## src/rtl/subservient_dbg_fabric.sv

```systemverilog
// Wishbone debug fabric: routes one host access at a time to a subservient core or a local CSR block.
// Optional broadcast-write target at index 2^SEL_W-2 when SUBSERVIENT_DBG_BCAST_EN is defined.
module subservient_dbg_fabric #(
    parameter int unsigned NUM_CORES = 2,
    parameter int unsigned SEL_W     = 4,
    parameter int unsigned SEL_LSB   = 20,
    parameter int unsigned TIMEOUT   = 255
) (
    input  logic                   i_clk,
    input  logic                   i_rst_n,
    input  logic [31:0]            i_wb_adr,
    input  logic [31:0]            i_wb_dat,
    input  logic [3:0]             i_wb_sel,
    input  logic                   i_wb_we,
    input  logic                   i_wb_stb,
    output logic [31:0]            o_wb_rdt,
    output logic                   o_wb_ack,
    output logic [32*NUM_CORES-1:0] o_core_adr,
    output logic [32*NUM_CORES-1:0] o_core_dat,
    output logic [4*NUM_CORES-1:0] o_core_sel,
    output logic [NUM_CORES-1:0]   o_core_we,
    output logic [NUM_CORES-1:0]   o_core_stb,
    input  logic [32*NUM_CORES-1:0] i_core_rdt,
    input  logic [NUM_CORES-1:0]   i_core_ack,
    output logic [NUM_CORES-1:0]   o_core_dbg_mode,
    output logic [NUM_CORES-1:0]   o_core_rst
);

    localparam int unsigned CNT_W  = 16;
    localparam int unsigned TOI_W  = 8;
    localparam logic [SEL_W-1:0] IDX_CSR = {SEL_W{1'b1}};
    localparam logic [SEL_W-1:0] IDX_LIM = SEL_W'(NUM_CORES);
    localparam logic [CNT_W-1:0] CNT_MAX = CNT_W'(TIMEOUT - 1);
    localparam logic [31:0]      ERR_DATA = 32'hDEAD_BEEF;
`ifdef SUBSERVIENT_DBG_BCAST_EN
    localparam logic [SEL_W-1:0] IDX_BCAST = {{(SEL_W-1){1'b1}}, 1'b0};
`endif

    typedef enum logic [1:0] {
        IDLE = 2'd0,
        CORE = 2'd1,
        RESP = 2'd2
    } state_e;

    state_e                  state_q, state_d;
    logic                    ack_q, ack_d;
    logic [31:0]             rdt_q, rdt_d;
    logic [31:0]             resp_q, resp_d;
    logic [NUM_CORES-1:0]    stb_q, stb_d;
    logic [NUM_CORES-1:0]    we_q, we_d;
    logic [32*NUM_CORES-1:0] adr_q, adr_d;
    logic [32*NUM_CORES-1:0] dat_q, dat_d;
    logic [4*NUM_CORES-1:0]  sel_q, sel_d;
    logic [CNT_W-1:0]        cnt_q, cnt_d;
    logic [NUM_CORES-1:0]    dbg_q, dbg_d;
    logic [NUM_CORES-1:0]    crst_q, crst_d;
    logic                    sto_q, sto_d;
    logic                    serr_q, serr_d;
    logic [TOI_W-1:0]        toidx_q, toidx_d;
`ifdef SUBSERVIENT_DBG_BCAST_EN
    logic                    bcast_q, bcast_d;
`endif

    logic [SEL_W-1:0]        idx;
    logic [NUM_CORES-1:0]    stb_left;
    logic [31:0]             ack_rdt;
    logic [31:0]             csr_rdata;
    logic [TOI_W-1:0]        low_idx;

    assign idx = i_wb_adr[SEL_LSB +: SEL_W];

    // State and all registered outputs
    always_ff @(posedge i_clk or negedge i_rst_n) begin
        if (!i_rst_n) begin
            state_q <= IDLE;
            ack_q   <= 1'b0;
            rdt_q   <= '0;
            resp_q  <= '0;
            stb_q   <= '0;
            we_q    <= '0;
            adr_q   <= '0;
            dat_q   <= '0;
            sel_q   <= '0;
            cnt_q   <= '0;
            dbg_q   <= '1;
            crst_q  <= '0;
            sto_q   <= 1'b0;
            serr_q  <= 1'b0;
            toidx_q <= '0;
`ifdef SUBSERVIENT_DBG_BCAST_EN
            bcast_q <= 1'b0;
`endif
        end else begin
            state_q <= state_d;
            ack_q   <= ack_d;
            rdt_q   <= rdt_d;
            resp_q  <= resp_d;
            stb_q   <= stb_d;
            we_q    <= we_d;
            adr_q   <= adr_d;
            dat_q   <= dat_d;
            sel_q   <= sel_d;
            cnt_q   <= cnt_d;
            dbg_q   <= dbg_d;
            crst_q  <= crst_d;
            sto_q   <= sto_d;
            serr_q  <= serr_d;
            toidx_q <= toidx_d;
`ifdef SUBSERVIENT_DBG_BCAST_EN
            bcast_q <= bcast_d;
`endif
        end
    end

    // Decode, CSR access, core handshake and timeout
    always_comb begin
        state_d   = state_q;
        ack_d     = 1'b0;
        rdt_d     = '0;
        resp_d    = resp_q;
        stb_d     = stb_q;
        we_d      = we_q;
        adr_d     = adr_q;
        dat_d     = dat_q;
        sel_d     = sel_q;
        cnt_d     = cnt_q;
        dbg_d     = dbg_q;
        crst_d    = crst_q;
        sto_d     = sto_q;
        serr_d    = serr_q;
        toidx_d   = toidx_q;
`ifdef SUBSERVIENT_DBG_BCAST_EN
        bcast_d   = bcast_q;
`endif
        stb_left  = stb_q & ~i_core_ack;
        ack_rdt   = '0;
        low_idx   = '0;
        csr_rdata = '0;

        for (int unsigned k = 0; k < NUM_CORES; k++) begin
            if (stb_q[k] && i_core_ack[k]) ack_rdt = i_core_rdt[32*k +: 32];
        end
        for (int k = int'(NUM_CORES) - 1; k >= 0; k--) begin
            if (stb_left[k]) low_idx = TOI_W'(k);
        end

        case (i_wb_adr[3:2])
            2'd0:    csr_rdata = 32'(dbg_q);
            2'd1:    csr_rdata = 32'(crst_q);
            2'd2:    csr_rdata = {16'h0, toidx_q, 6'h0, serr_q, sto_q};
            default: csr_rdata = '0;
        endcase

        case (state_q)
            IDLE: begin
                // The ack cycle still shows the finished request's strobe; skip it
                if (i_wb_stb && !ack_q) begin
                    if (idx < IDX_LIM) begin
                        for (int unsigned k = 0; k < NUM_CORES; k++) begin
                            if (idx == SEL_W'(k)) begin
                                stb_d[k]           = 1'b1;
                                we_d[k]            = i_wb_we;
                                adr_d[32*k +: 32]  = i_wb_adr;
                                dat_d[32*k +: 32]  = i_wb_dat;
                                sel_d[4*k +: 4]    = i_wb_sel;
                            end
                        end
                        cnt_d   = '0;
                        state_d = CORE;
                    end else if (idx == IDX_CSR) begin
                        resp_d  = csr_rdata;
                        state_d = RESP;
                        if (i_wb_we) begin
                            case (i_wb_adr[3:2])
                                2'd0: begin
                                    for (int unsigned i = 0; i < NUM_CORES; i++) begin
                                        if (i_wb_sel[i >> 3]) dbg_d[i] = i_wb_dat[i];
                                    end
                                end
                                2'd1: begin
                                    for (int unsigned i = 0; i < NUM_CORES; i++) begin
                                        if (i_wb_sel[i >> 3]) crst_d[i] = i_wb_dat[i];
                                    end
                                end
                                2'd2: begin
                                    if (i_wb_sel[0] && i_wb_dat[0]) sto_d  = 1'b0;
                                    if (i_wb_sel[0] && i_wb_dat[1]) serr_d = 1'b0;
                                end
                                default: ;
                            endcase
                        end
`ifdef SUBSERVIENT_DBG_BCAST_EN
                    end else if (idx == IDX_BCAST && i_wb_we) begin
                        stb_d   = '1;
                        we_d    = '1;
                        adr_d   = {NUM_CORES{i_wb_adr}};
                        dat_d   = {NUM_CORES{i_wb_dat}};
                        sel_d   = {NUM_CORES{i_wb_sel}};
                        bcast_d = 1'b1;
                        cnt_d   = '0;
                        state_d = CORE;
`endif
                    end else begin
                        resp_d  = ERR_DATA;
                        serr_d  = 1'b1;
                        state_d = RESP;
                    end
                end
            end
            CORE: begin
                // Each strobe drops as its core acks; done once none remain
                stb_d = stb_left;
                if (stb_left == '0) begin
                    resp_d = ack_rdt;
`ifdef SUBSERVIENT_DBG_BCAST_EN
                    if (bcast_q) resp_d = '0;
                    bcast_d = 1'b0;
`endif
                    we_d    = '0;
                    adr_d   = '0;
                    dat_d   = '0;
                    sel_d   = '0;
                    state_d = RESP;
                end else if (cnt_q == CNT_MAX) begin
                    resp_d  = ERR_DATA;
                    sto_d   = 1'b1;
                    toidx_d = low_idx;
`ifdef SUBSERVIENT_DBG_BCAST_EN
                    bcast_d = 1'b0;
`endif
                    stb_d   = '0;
                    we_d    = '0;
                    adr_d   = '0;
                    dat_d   = '0;
                    sel_d   = '0;
                    state_d = RESP;
                end else begin
                    cnt_d = cnt_q + 1'b1;
                end
            end
            RESP: begin
                ack_d   = 1'b1;
                rdt_d   = resp_q;
                state_d = IDLE;
            end
            default: state_d = IDLE;
        endcase
    end

    assign o_wb_ack        = ack_q;
    assign o_wb_rdt        = rdt_q;
    assign o_core_stb      = stb_q;
    assign o_core_we       = we_q;
    assign o_core_adr      = adr_q;
    assign o_core_dat      = dat_q;
    assign o_core_sel      = sel_q;
    assign o_core_dbg_mode = dbg_q;
    assign o_core_rst      = crst_q;

endmodule
```

## config.mk

```make
export PLATFORM = sky130hd
export DESIGN_NAME = subservient_dbg_fabric
export DESIGN_NICKNAME = d
export VERILOG_FILES = /design/src/rtl/subservient_dbg_fabric.sv
export SDC_FILE = /design/constraint.sdc
export NUM_CORES = 1
export LEC_CHECK = 0
export BUFFER_PORTS_ARGS = -buffer_cell sky130_fd_sc_hd__buf_4
export CAP_MARGIN = 5
export CORE_ASPECT_RATIO = 1.25
export CORE_UTILIZATION = 54
export DETAILED_ROUTE_END_ITERATION = 7
export GPL_ROUTABILITY_DRIVEN = 0
export PLACE_DENSITY = 0.85
export SETUP_SLACK_MARGIN = 0.4
export SLEW_MARGIN = 20
export SYNTH_ARGS = -nofsm -noshare
export SYNTH_HDL_FRONTEND = slang
export SYNTH_SLANG_ARGS = --single-unit
export TNS_END_PERCENT = 20
```

## constraint.sdc

```tcl
create_clock -name i_clk -period 6.7 [get_ports i_clk]
set_clock_uncertainty 0.15 [all_clocks]
set_input_delay 1.34 -clock i_clk [delete_from_list [all_inputs] [get_ports i_clk]]
set_output_delay 1.34 -clock i_clk [all_outputs]
set_load 0.05 [all_outputs]
```

* Yosys cells after proc, flatten, opt, wreduce, memory -nomap -nowiden *
Cells that the tools add are included.

operators by class
  reductions and logical operators = 23
  bitwise gates (word level) = 4
  muxes and demuxes = 69
  order comparisons = 1
  add/subtract/negate cells = 1
  equality and inequality tests = 23

operators by type and width
  kind                     number
  $mux W32                 12
  $mux W64                 6
  $pmux W64 S2             2
  $mux W16                 4
  $pmux W32 S2             1
  $pmux W16 S3             1
  $mux W8                  5
  $pmux W16 S2             1
  $mux W2                  12
  $ne A2 B2 Y1 const B     12
  $mux W1                  18
  $add A16 B1 Y16 const B  1
  $eq A16 B8 Y1 const B    1
  $pmux W8 S2              1
  $reduce_and A5 Y1        3
  $reduce_and A7 Y1        2
  $pmux W2 S2              3
  $reduce_and A4 Y1        3
  $reduce_and A9 Y1        1
  $mux W4                  2
  $logic_not A2 Y1         3
  $ne A2 B1 Y1 const B     3
  $reduce_and A6 Y1        1
  $logic_and A1 B1 Y1      5
  other kinds (15)         18

word-level totals
  logic and storage cells = 141
  flip-flop bits (word level) = 237
  bits of input ports = 138
  output and inout port bits = 177

* Logic depth before layout (Yosys ltp) *
Gate-level depths: netlist of run 1.

  word-level depth = 8
  depth in mapped cells = 11
  depth with buffers taken out = 9

* Least setup slack after synthesis of run 1 *
Ideal clock, no wire load.

  path type = input-to-reg
  from = input i_core_ack[1]
  to = register resp_q[10]
  arrival time = 2.765 ns
  setup time = 0.125 ns
  path slack = 3.660 ns
  required time = 6.425 ns
  stages on the path = 8
  buffers on the path = 2
  cells stage by stage = nand2b_1 > a21o_2 > nor2_2 > or3_1 > buf_6 > inv_12 > buf_12 > mux2_4

between the ends
  word-level cells in the longest chain between the ends = 5
  elaborated cells on any way between the ends = 9
  those cells by class = 1 x eq/ne; 3 x mux; 2 x bitwise; 3 x reduce/logical

ends and longest elaborated chain
  element                                                                    RTL line  text
  start: declaration                                                         24        input logic [NUM_CORES-1:0] i_core_ack,
  $not A2 Y2                                                                 135       stb_left = stb_q & ~i_core_ack;
  $and A2 B2 Y2                                                              135
  $logic_not A2 Y1                                                           213       if (stb_left == '0) begin
  $ne A3 B3 Y1 (no source line) / $mux W32 (equally long branches)           --
  $reduce_and A4 Y1 (no source line) / $pmux W32 S2 (equally long branches)  --
  end signal: assignment                                                     97        resp_q <= resp_d;
  end: declaration                                                           48        logic [31:0] resp_q, resp_d;

Several ways; a longest one is shown, not always the timed one.
A chain may end at the register's enable or synchronous reset.

* Worst setup path in the final report of run 1 *
  from = register state_q[1]
  to = register adr_q[51], in the netlist o_core_adr[51]

between the ends
  word-level cells in the longest chain between the ends = 3
  elaborated cells on any way between the ends = 9
  those cells by class = 5 x eq/ne; 1 x mux; 3 x reduce/logical

ends and longest elaborated chain
  element                                                      RTL line  text
  start: declaration                                           45        state_e state_q, state_d;
  start signal: assignment                                     94        state_q <= state_d;
  $eq A2 B1 Y1 / $logic_not A2 Y1 (equally long branches)      154       case (state_q)
  $ne A3 B3 Y1 (no source line), or another cell as far along  --
  $reduce_and A5 Y1 (no source line)                           --
  end signal: assignment                                       100       adr_q <= adr_d;
  end: declaration                                             51        logic [32*NUM_CORES-1:0] adr_q, adr_d;

Several ways; a longest one is shown, not always the timed one.

==> impl_metrics.py, run 1 <==
metrics = {
    "status": {
        "outcome": "completed",
    },
    "sta": {
        "period_minus_slack_ns": 3.49,
        "period_share_pct": 52.1,
        "worst_pin_slew_ns": 0.930,
        "max_slew_margin_pct": 38.0,
        "finalSetupViolations": 0,
        "rsz0062_at_grt": "no",
        "fmax_ghz": 0.286,
        "layout_setup_ws_ns": 3.21,
        "tns_ns": 0,
        "hold_viol_final": 0,
        "final_max_slew_viol_count": 0,
    },
    "setup_path": {
        "cp_top_family": "compound AO/OA/AOI/OAI gates",
        "max_stage_delay_ns": 0.62,
        "cp_cell_sequence": "nand2b_2 > buf_4 > a21oi_2 > a211o_4 > buf_4 > o21ai_0",
        "worst_path_max_delay_cell": "a211o_4",
        "crit_required_ns": 6.89,
        "startpoint_type": "flip-flop",
        "cp_common_cell": "buf_4",
        "crit_arrival_ns": 3.68,
        "cp_max_fo": 79,
        "crit_buf_inv": 2,
        "cp-end-kind": "flip-flop",
        "critical_path_class": "reg -> reg",
    },
    "detailed_routing": {
        "drt_iter0_markers": 635,
        "firstDrtPassIters": 5,
        "vias_per_cell": 5.55,
        "drtAntennaViolNets": 0,
        "drc": 0,
        "num_vias": 7869,
        "wl_mm": 25.7,
        "wl_per_cell_um": 18.1,
    },
    "cells_and_area": {
        "final_layout_size_suffix_gt1_share_pct": 33.7,
        "area_growth_pct": 33.9,
        "antenna_cells": 0,
        "fin_nets": 1323,
        "final_util_pct": 74.4,
    },
    "cts": {
        "clkTransAtPathRegs_ns": 0.07,
        "cts_max_level": 1,
        "cts_tree": "yes",
        "cts-root-buf": "clkbuf_16",
        "ctsHoldBuffers": 0,
        "cts_sinks": 230,
        "max-clock-path-buffers": 3,
        "cts_setup_buffers": 0,
        "cts_made_buffers": 22,
        "cts_resized": 0,
        "insertion_delay_ns": 0.50,
    },
    "die": {
        "rows": 53,
        "die_w_um": 120,
        "initial_core_util_pct": 55.5,
        "fp.dieH_um": 150,
        "ios": 315,
        "core_um2": 17000,
        "dieArea_um2": 18000,
    },
    "global_route": {
        "grt_overflow": 0,
        "grt_pass1_wl_mm": 40.2,
        "grt_pass1_vias": 7696,
        "antenna_found_initial": 0,
        "grtUsageTotal_pct": 28.4,
        "grt_max_degree": 138,
    },
    "synthesis": {
        "ys_types": 55,
        "ys.flop_type": "dfrtp_1",
        "synth_compound_area_share_pct": 14.4,
        "synth-simple-area-share_pct": 16.3,
        "syn_area_per_cell_um2": 10.5,
        "yosys_warnings": 0,
        "yosysSeqAreaShare_pct": 61.1,
        "synth_top_family_by_area": "simple AND/OR/NAND/NOR gates",
        "synth_fa_ha_area_share_pct": 0.265,
        "synth_mux_area_share_pct": 4.34,
        "synth-seq-cells": 230,
        "synth_xor_area_share_pct": 0,
        "synth_edf_count": 0,
        "postSynthCellCount": 900,
        "syn-cell-area_um2": 9430,
        "syn_nets": 1040,
        "async_flop_share_pct": 100,
    },
    "job": {
        "drv_cap": 0,
    },
    "power": {
        "p_leak_nw": 6.35,
        "peakVddDrop_uv": 216,
        "p_per_area_nw_per_um2": 493,
    },
    "placement": {
        "hpwl_mm": 17.6,
        "place_ws_ns": 2.86,
        "io_buffers": 314,
    },
    "min_path": {
        "hp-class": "reg -> reg",
    },
}
[final timing paths]
path                       startpoint             end  slack (ns)  cells past startpoint
setup reg to reg           state_q[1]  o_core_adr[51]        3.21                      6
hold / removal              resp_q[2]     o_wb_rdt[2]        0.32                      1
min in group asynchronous     i_rst_n    o_wb_rdt[24]        0.54                      1
setup / recovery           state_q[1]  o_core_adr[51]        3.21                      6
max in group asynchronous     i_rst_n  o_core_dat[19]        4.28                      3
hold reg to reg             resp_q[2]     o_wb_rdt[2]        0.32                      1
[layout make-up]
type / instances / area, µm²
clock buffers: 29 / 628
clock inverters: 11 / 93.8
fillers: 1196 / 4350
inverters: 6 / 35.0
multi-input cells: 601 / 3370
flip-flops and latches: 230 / 5760
well taps: 220 / 275
repair buffers: 322 / 2460
[synth_stat cells (all sizes together) (3+ instances only)]
cell type	number	share of area [%]
nand4	6	0.40
mux2	28	4.0
o2bb2ai	7	0.65
and3	5	0.33
nand3	8	0.42
inv	6	0.37
a221oi	24	2.2
nand2b	4	0.27
o21ai	154	8.2
and2	42	2.8
nor2	34	1.4
a21o	3	0.25
and4	3	0.31
mux2i	3	0.32
a31oi	5	0.33
or3	4	0.27
nand2	210	8.4
a21oi	13	0.73
dfrtp	228	61
o31ai	4	0.32
nor3	8	0.48
nor2b	5	0.33
buf	20	1.5
clkbuf	43	1.7
a22oi	7	0.56
[placed cells by master (no fill, tap or decap), types with 3 or more instances in the layout]
| master | count |
|---|---|
| nand3_1 | 7 |
| o21ai_0 | 154 |
| clkbuf_16 | 23 |
| nand2_1 | 210 |
| a21oi_1 | 12 |
| and3_1 | 5 |
| a221oi_1 | 24 |
| nand2b_1 | 3 |
| o31ai_1 | 4 |
| a31oi_1 | 5 |
| clkinv_2 | 6 |
| nand4_1 | 6 |
| clkbuf_1 | 3 |
| nor2b_1 | 4 |
| mux2_2 | 11 |
| mux2i_1 | 3 |
| nor3_1 | 7 |
| inv_1 | 5 |
| and2_1 | 42 |
| dfrtp_1 | 228 |
| or3_1 | 4 |
| o2bb2ai_1 | 7 |
| clkbuf_8 | 3 |
| nor2_1 | 32 |
| a22oi_1 | 7 |
| mux2_4 | 17 |
| buf_4 | 319 |
[per-stage QoR]
| stage | area [µm²] | hold slack [ns] | power [W] | cells |
|---|---|---|---|---|
| after floorplan | 9430 | 0.298 | 0.00401 | 900 |
| after global placement | 11800 | 0.309 | 0.00493 | 1377 |
| after detailed placement | 11800 | 0.314 | 0.00501 | 1377 |
| after CTS | 12600 | 0.322 | 0.00626 | 1417 |
| after global routing | 12600 | 0.347 | 0.00649 | 1419 |
| final | 12600 | 0.318 | 0.00623 | 1419 |
[sequential cells by signal, summed over array words and instances, names as in the netlist, 8 cells and up]
| register | flops |
|---|---|
| o_core_dat | 64 |
| o_core_adr | 64 |
| o_core_sel | 8 |
| resp_q | 32 |
| o_wb_rdt | 32 |
| cnt_q | 16 |
[power breakdown]
part	switching (W)	leakage, nW	internal (W)
Clock	0.000526	0.359	0.000704
Combinational	0.00209	3.13	0.000810
Sequential	0.000261	2.87	0.00183
Total	0.00288	6.35	0.00335
[cell families after synthesis]
| family | Yosys count |
|---|---|
| fa+ha+maj | 2 |
| simple gates | 338 |
| buf+inv | 69 |
| flops | 230 |
| mux | 31 |
| compound gates | 230 |
[routing by layer]
metal  GRT usage (%)  wire [µm]  up-vias
met1            34.9       9420     3784
met2            49.2      13100      369
met5               0          0        -
li1                -          -     3657
met3            6.86       2370       59
met4            8.81        803        0
Power figures use the tool's default switching activity.
==> run 2, diff against run 1 <==
--- a/config.mk
+++ b/config.mk
@@ -5,13 +5,14 @@
 export SDC_FILE = /design/constraint.sdc
 export NUM_CORES = 1
 export LEC_CHECK = 0
+export ABC_AREA = 1
 export BUFFER_PORTS_ARGS = -buffer_cell sky130_fd_sc_hd__buf_4
 export CAP_MARGIN = 5
 export CORE_ASPECT_RATIO = 1.25
-export CORE_UTILIZATION = 54
+export CORE_UTILIZATION = 52
 export DETAILED_ROUTE_END_ITERATION = 7
 export GPL_ROUTABILITY_DRIVEN = 0
-export PLACE_DENSITY = 0.85
+export PLACE_DENSITY = 0.81
 export SETUP_SLACK_MARGIN = 0.4
 export SLEW_MARGIN = 20
 export SYNTH_ARGS = -nofsm -noshare
==> constraint.sdc (replaced) <==
create_clock -name i_clk -period 3.3 [get_ports i_clk]
set_clock_uncertainty 0.15 [all_clocks]
set_input_delay 0.66 -clock i_clk [delete_from_list [all_inputs] [get_ports i_clk]]
set_output_delay 0.66 -clock i_clk [all_outputs]
set_load 0.05 [all_outputs]
==> run 2 against run 1 <==
Compared with the run above:
- non-clock buffer count is 7 higher
- core utilization is 3.6 points lower
- critical endpoint is now resp_q[25]
- first-iteration DRC count is 6.5% higher
- global-route usage is 0.66 points lower
==> impl_metrics.py, run 2 <==
metrics = {
    "cts": {
        "max-clock-path-buffers": 3,
        "cts_made_buffers": 23,
        "cts_resized": 0,
        "cts_sinks": 230,
        "cts_tree": "yes",
        "cts-root-buf": "clkbuf_16",
        "clkTransAtPathRegs_ns": 0.06,
        "cts_max_level": 1,
        "insertion_delay_ns": 0.50,
    },
    "synthesis": {
        "synth-seq-cells": 230,
        "yosys_warnings": 0,
        "syn-cell-area_um2": 10200,
        "synth_edf_count": 0,
        "synth_commonest_cells": "374 x nand2_1, 228 x dfrtp_1, 122 x nor2_1",
        "synth.area.top_cells": "dfrtp_1 56%, nand2_1 14%, nor2_1 4.5%",
        "postSynthCellCount": 1175,
        "ys_types": 35,
        "syn_area_per_cell_um2": 8.69,
        "yosysSeqAreaShare_pct": 56.4,
        "synth_top_area_share_pct": 55.9,
        "yosysTopAreaCell": "dfrtp_1",
        "synth_most_common_cell": "nand2_1",
        "syn_nets": 1315,
        "ys.flop_type": "dfrtp_1",
        "async_flop_share_pct": 100,
    },
    "placement": {
        "placed_cell_area_um2": 12700,
        "dpl.cell_count": 1700,
        "io_buffers": 314,
        "hpwl_mm": 19.5,
    },
    "sta": {
        "period_share_pct": 75.2,
        "max_slew_margin_pct": 47.8,
        "hold_viol_final": 0,
        "final_max_slew_viol_count": 0,
        "tns_ns": 0,
        "rsz0062_at_grt": "no",
        "finalSetupViolations": 0,
        "fmax_ghz": 0.403,
        "worst_pin_slew_ns": 0.782,
        "period_minus_slack_ns": 2.48,
    },
    "cells_and_area": {
        "fin_cells": 1742,
        "final_common_cell": "nand2_1",
        "layout_common_cells": "374 x nand2_1, 321 x buf_4, 228 x dfrtp_1",
        "area_growth_pct": 31.6,
        "fin_nets": 1605,
        "fin_area_um2": 13400,
        "antenna_cells": 0,
        "final_layout_size_suffix_gt1_share_pct": 28.5,
    },
    "detailed_routing": {
        "num_vias": 8976,
        "wl_mm": 27.7,
        "wl_per_cell_um": 15.9,
        "firstDrtPassIters": 6,
        "drt_iter0_markers": 676,
        "vias_per_cell": 5.15,
        "drc": 0,
        "drtAntennaViolNets": 0,
    },
    "min_path": {
        "hp-class": "in -> reg",
    },
    "die": {
        "ios": 315,
        "dieArea_um2": 20200,
        "fp.dieH_um": 159,
        "rows": 56,
        "initial_core_util_pct": 53.8,
        "die_w_um": 127,
        "core_um2": 19000,
    },
    "global_route": {
        "grt_pass1_wl_mm": 44.7,
        "grt_pass1_vias": 8720,
        "grt_overflow": 0,
        "grtUsageTotal_pct": 27.7,
        "antenna_found_initial": 0,
        "grt_max_degree": 73,
    },
    "setup_path": {
        "crit_arrival_ns": 2.71,
        "crit_required_ns": 3.52,
        "startpoint_type": "flip-flop",
        "cp_max_fo": 28,
        "critical_path_class": "reg -> reg",
        "cp-end-kind": "flip-flop",
    },
    "status": {
        "outcome": "completed",
    },
    "power": {
        "p_per_area_nw_per_um2": 1130,
        "p_leak_nw": 7.17,
        "peakVddDrop_uv": 498,
    },
    "job": {
        "drv_cap": 0,
    },
}
==> run 2: changes by cell type in the layout (fill, tap and decap cells not counted), moves of 11 or more <==
cell,before,now
nand3_1,7,34
a21oi_1,12,25
o21ai_0,154,28
nand4_1,6,38
nand2_1,210,374
inv_1,5,92
nor2_1,32,122
o21ai_2,0,41
o21ai_1,0,86
mux2_2,11,0
a221oi_1,24,0
mux2_4,17,0
and2_1,42,0
==> run 2: worst paths after layout <==
check / from / to / slack [ns] / cells past startpoint
worst max-delay path: cnt_q[0] / resp_q[25] / 0.82 / 11
min in group asynchronous: i_rst_n / o_wb_rdt[23] / 0.55 / 2
worst max register to register: cnt_q[0] / resp_q[25] / 0.82 / 11
worst min-delay path: i_core_rdt[56] / resp_q[24] / 0.26 / 3
worst min register to register: resp_q[22] / resp_q[22] / 0.32 / 2
max in group asynchronous: i_rst_n / o_core_dbg_mode[1] / 1.64 / 3
==> run 2: stage by stage <==
| step | hold WS (ns) | total power, W | util (%) | setup slack, ns |
|---|---|---|---|---|
| 3_3_place_gp | 0.304 | 0.0124 | 66.7 | 0.747 |
| 2_1_floorplan | 0.214 | 0.0102 | - | 1.30 |
| 5_1_grt | 0.253 | 0.0160 | 70.8 | 0.622 |
| 6_report | 0.264 | 0.0152 | 70.8 | 0.818 |
| 4_1_cts | 0.251 | 0.0153 | 70.8 | 0.845 |
| 3_5_place_dp | 0.309 | 0.0125 | 66.7 | 0.687 |
==> run 2: where the power goes <==
group | leakage (nW) | switching (W) | internal [W]
clock | 0.369 | 0.00107 | 0.00165
sequential | 2.94 | 0.000657 | 0.00393
combinational | 3.86 | 0.00570 | 0.00222
total | 7.17 | 0.00742 | 0.00780
==> run 2: layer usage <==
metal | part of all wire, % | global-route usage [%] | up-vias | wire length (µm)
met4 | 2.9 | 8.33 | 0 | 807
met1 | 39 | 34.0 | 4218 | 10800
met5 | 0 | 0 | - | 0
met2 | 49 | 48.2 | 374 | 13700
li1 | - | - | 4322 | -
met3 | 8.8 | 6.37 | 62 | 2440
==> run 2: final cells by class <==
class | count | area, µm²
flip-flops and latches | 230 | 5760
fillers | 1508 | 5540
multi-input cells | 786 | 3670
repair buffers | 329 | 2550
clock buffers | 34 | 637
inverters | 95 | 359
well taps | 261 | 327
clock inverters | 7 | 140
==> run 2: kinds of logic (layout without fill, tap and decap cells) <==
logic type / after synthesis / in the layout / share of synthesized area, %
AOI/OAI and AO/OA: 192 / 192 / 11.2
adders and majority gates: 2 / 2 / 0.245
xor gates and xnor gates: 4 / 4 / 0.343
and+or+nand+nor: 588 / 588 / 24.1
buffers and inverters: 159 / 465 / 7.74
DFF: 230 / 230 / 56.4
==> run 2: worst max-delay path, stage by stage (launching register included) <==
cell	delay, ns
dfrtp_1	0.43
inv_1	0.10
ha_1	0.14
nand2_1	0.07
nor2_2	0.16
nand2_1	0.13
nand3_4	0.13
buf_4	0.33
nand3_2	0.26
buf_4	0.30
nand2_1	0.09
nand2_1	0.06
==> run 2: what timing repair did <==
action / 4_1_cts / 5_1_grt
hold endpoints to repair: 32 / 0
hold buffers: 1 / 0
buffers inserted: 0 / 0
==> run 3, diff against run 2 <==
--- a/config.mk
+++ b/config.mk
@@ -9,10 +9,10 @@
 export BUFFER_PORTS_ARGS = -buffer_cell sky130_fd_sc_hd__buf_4
 export CAP_MARGIN = 5
 export CORE_ASPECT_RATIO = 1.25
-export CORE_UTILIZATION = 52
+export CORE_UTILIZATION = 47
 export DETAILED_ROUTE_END_ITERATION = 7
 export GPL_ROUTABILITY_DRIVEN = 0
-export PLACE_DENSITY = 0.81
+export PLACE_DENSITY = 0.77
 export SETUP_SLACK_MARGIN = 0.4
 export SLEW_MARGIN = 20
 export SYNTH_ARGS = -nofsm -noshare
==> constraint.sdc (replaced) <==
create_clock -name i_clk -period 2.1 [get_ports i_clk]
set_clock_uncertainty 0.15 [all_clocks]
set_input_delay 0.42 -clock i_clk [delete_from_list [all_inputs] [get_ports i_clk]]
set_output_delay 0.42 -clock i_clk [all_outputs]
set_load 0.05 [all_outputs]
==> run 3 against run 2 <==
Compared with the run above:
- non-clock buffer count is 81 higher
- final cell count up 5.5%
- first-iteration DRC count grew 11%
- combinational power rose by 83%
- wire length up 20%
- total power grew 71%
- final area grew 10%
- clock-buffer cell count is 7 lower
- critical path depth shrank 1
- largest power group unchanged
- sequential power is 59% higher
==> impl_metrics.py, run 3 (synthesis gave the netlist of run 2 again) <==
metrics = {
    "placement": {
        "hpwl_mm": 20.8,
        "io_buffers": 314,
        "placed_cell_area_um2": 13000,
    },
    "global_route": {
        "grt_pass1_vias": 9468,
        "grt_pass1_wl_mm": 49.8,
        "top_usage_layer": "met2",
        "grt_use_met3_pct": 4.84,
        "gr-usage-met2_pct": 48.8,
        "grt_overflow": 0,
        "antenna_found_initial": 0,
        "grtUsageTotal_pct": 28.2,
        "grt_max_degree": 65,
        "grt_use_met1_pct": 34.9,
    },
    "setup_path": {
        "crit_required_ns": 2.39,
        "cp_cell_sequence": "nor2_4 > nand2_2 > nand2_4 > inv_4 > nor2_4 > nand2_8 > buf_12 > buf_12 > buf_16 > o21ai_1",
        "critical_path_class": "reg -> reg",
        "cp_max_fo": 16,
        "crit_arrival_ns": 2.21,
        "worst_path_max_delay_cell": "dfrtp_2",
        "max_stage_delay_ns": 0.47,
        "startpoint_type": "flip-flop",
        "cp-end-kind": "flip-flop",
    },
    "cells_and_area": {
        "fin_nets": 1688,
        "area_growth_pct": 44.9,
        "final_layout_size_suffix_gt1_share_pct": 36.8,
        "antenna_cells": 0,
        "layout_common_cells": "368 x buf_4, 353 x nand2_1, 223 x dfrtp_1",
        "fin_area_um2": 14800,
        "final_common_cell": "buf_4",
    },
    "cts": {
        "clkTransAtPathRegs_ns": 0.07,
        "cts_made_buffers": 23,
        "max-clock-path-buffers": 3,
        "cts_max_level": 1,
        "cts-root-buf": "clkbuf_16",
        "cts_sinks": 230,
        "insertion_delay_ns": 0.52,
        "cts_tree": "yes",
    },
    "sta": {
        "finalSetupViolations": 0,
        "fmax_ghz": 0.522,
        "period_share_pct": 91.3,
        "tns_ns": 0,
        "final_max_slew_viol_count": 0,
        "rsz0062_at_grt": "yes",
        "worst_pin_slew_ns": 0.498,
        "period_minus_slack_ns": 1.92,
        "max_slew_margin_pct": 66.8,
        "hold_viol_final": 0,
    },
    "detailed_routing": {
        "wl_per_cell_um": 18.2,
        "num_vias": 9846,
        "wl_mm": 33.4,
        "vias_per_cell": 5.36,
        "firstDrtPassIters": 5,
        "drtAntennaViolNets": 0,
        "drc": 0,
        "drt_iter0_markers": 751,
    },
    "min_path": {
        "hp-class": "in -> reg",
    },
    "die": {
        "dieArea_um2": 22300,
        "rows": 59,
        "die_w_um": 134,
        "fp.dieH_um": 167,
        "ios": 315,
        "core_um2": 21000,
        "initial_core_util_pct": 48.6,
    },
    "job": {
        "drv_cap": 0,
    },
    "power": {
        "p_leak_nw": 7.83,
        "p_per_area_nw_per_um2": 1760,
        "peakVddDrop_uv": 1320,
    },
    "status": {
        "outcome": "completed",
    },
}
[run 3: final timing paths]
kind | startpoint | end | slack [ns] | depth (start not counted)
max | state_q[1] | o_core_adr[0] | 0.18 | 10
min | i_core_rdt[54] | resp_q[22] | 0.007 | 3
max reg2reg | state_q[1] | o_core_adr[0] | 0.18 | 10
min reg2reg | resp_q[20] | resp_q[20] | 0.32 | 2
max in group asynchronous | i_rst_n | o_core_adr[48] | 0.87 | 3
min in group asynchronous | i_rst_n | o_core_sel[7] | 0.22 | 2
[run 3: final cells by class]
class	instances	area, µm²
clock buffers	27	601
well taps	274	343
clock inverters	14	164
flip-flops and latches	230	5760
repair buffers	410	3600
multi-input cells	788	3960
inverters	95	365
fillers	1506	6240
[run 3: routing by layer]
layer | vias up | share of wire [%] | wire length [µm]
met1 | 4684 | 37 | 12200
li1 | 4522 | - | -
met2 | 538 | 51 | 16900
met4 | 0 | 4.0 | 1340
met3 | 102 | 8.8 | 2930
met5 | - | 0 | 0
[run 3: timing repair]
item | CTS | global route
buffers inserted | 26 | 10
endpoints found under the setup margin | 197 | 217
hold buffers | 3 | 0
pin swaps | 10 | 13
endpoints found under the hold margin | 38 | 0
gates resized for setup | 45 | 47
gates cloned | 8 | 7
[run 3: power breakdown]
part | internal, W | leakage, nW | switching (W)
sequential | 0.00619 | 2.93 | 0.00109
clock | 0.00244 | 0.375 | 0.00178
combinational | 0.00469 | 4.52 | 0.00982
total | 0.0133 | 7.83 | 0.0127
[run 3: per-stage QoR]
stage                     hold WS (ns)  util, %  setup WS, ns  std cells  power [W]
after global routing            0.0119     70.3        0.0725       1838     0.0272
after detailed placement         0.185     61.9        0.0901       1743     0.0201
after floorplan                -0.0256        -         0.357       1175     0.0161
after CTS                     0.000244     68.6         0.242       1821     0.0252
final                          0.00739     70.3         0.183       1838     0.0260
after global placement           0.183     61.9         0.170       1743     0.0198
[run 3: critical path: cells and delay by family (launching register included)]
| family | cells | cell delay, ns |
|---|---|---|
| and+or+nand+nor | 5 | 0.59 |
| DFF | 1 | 0.47 |
| AOI/OAI and AO/OA | 1 | 0.14 |
| buffers and inverters | 4 | 0.48 |
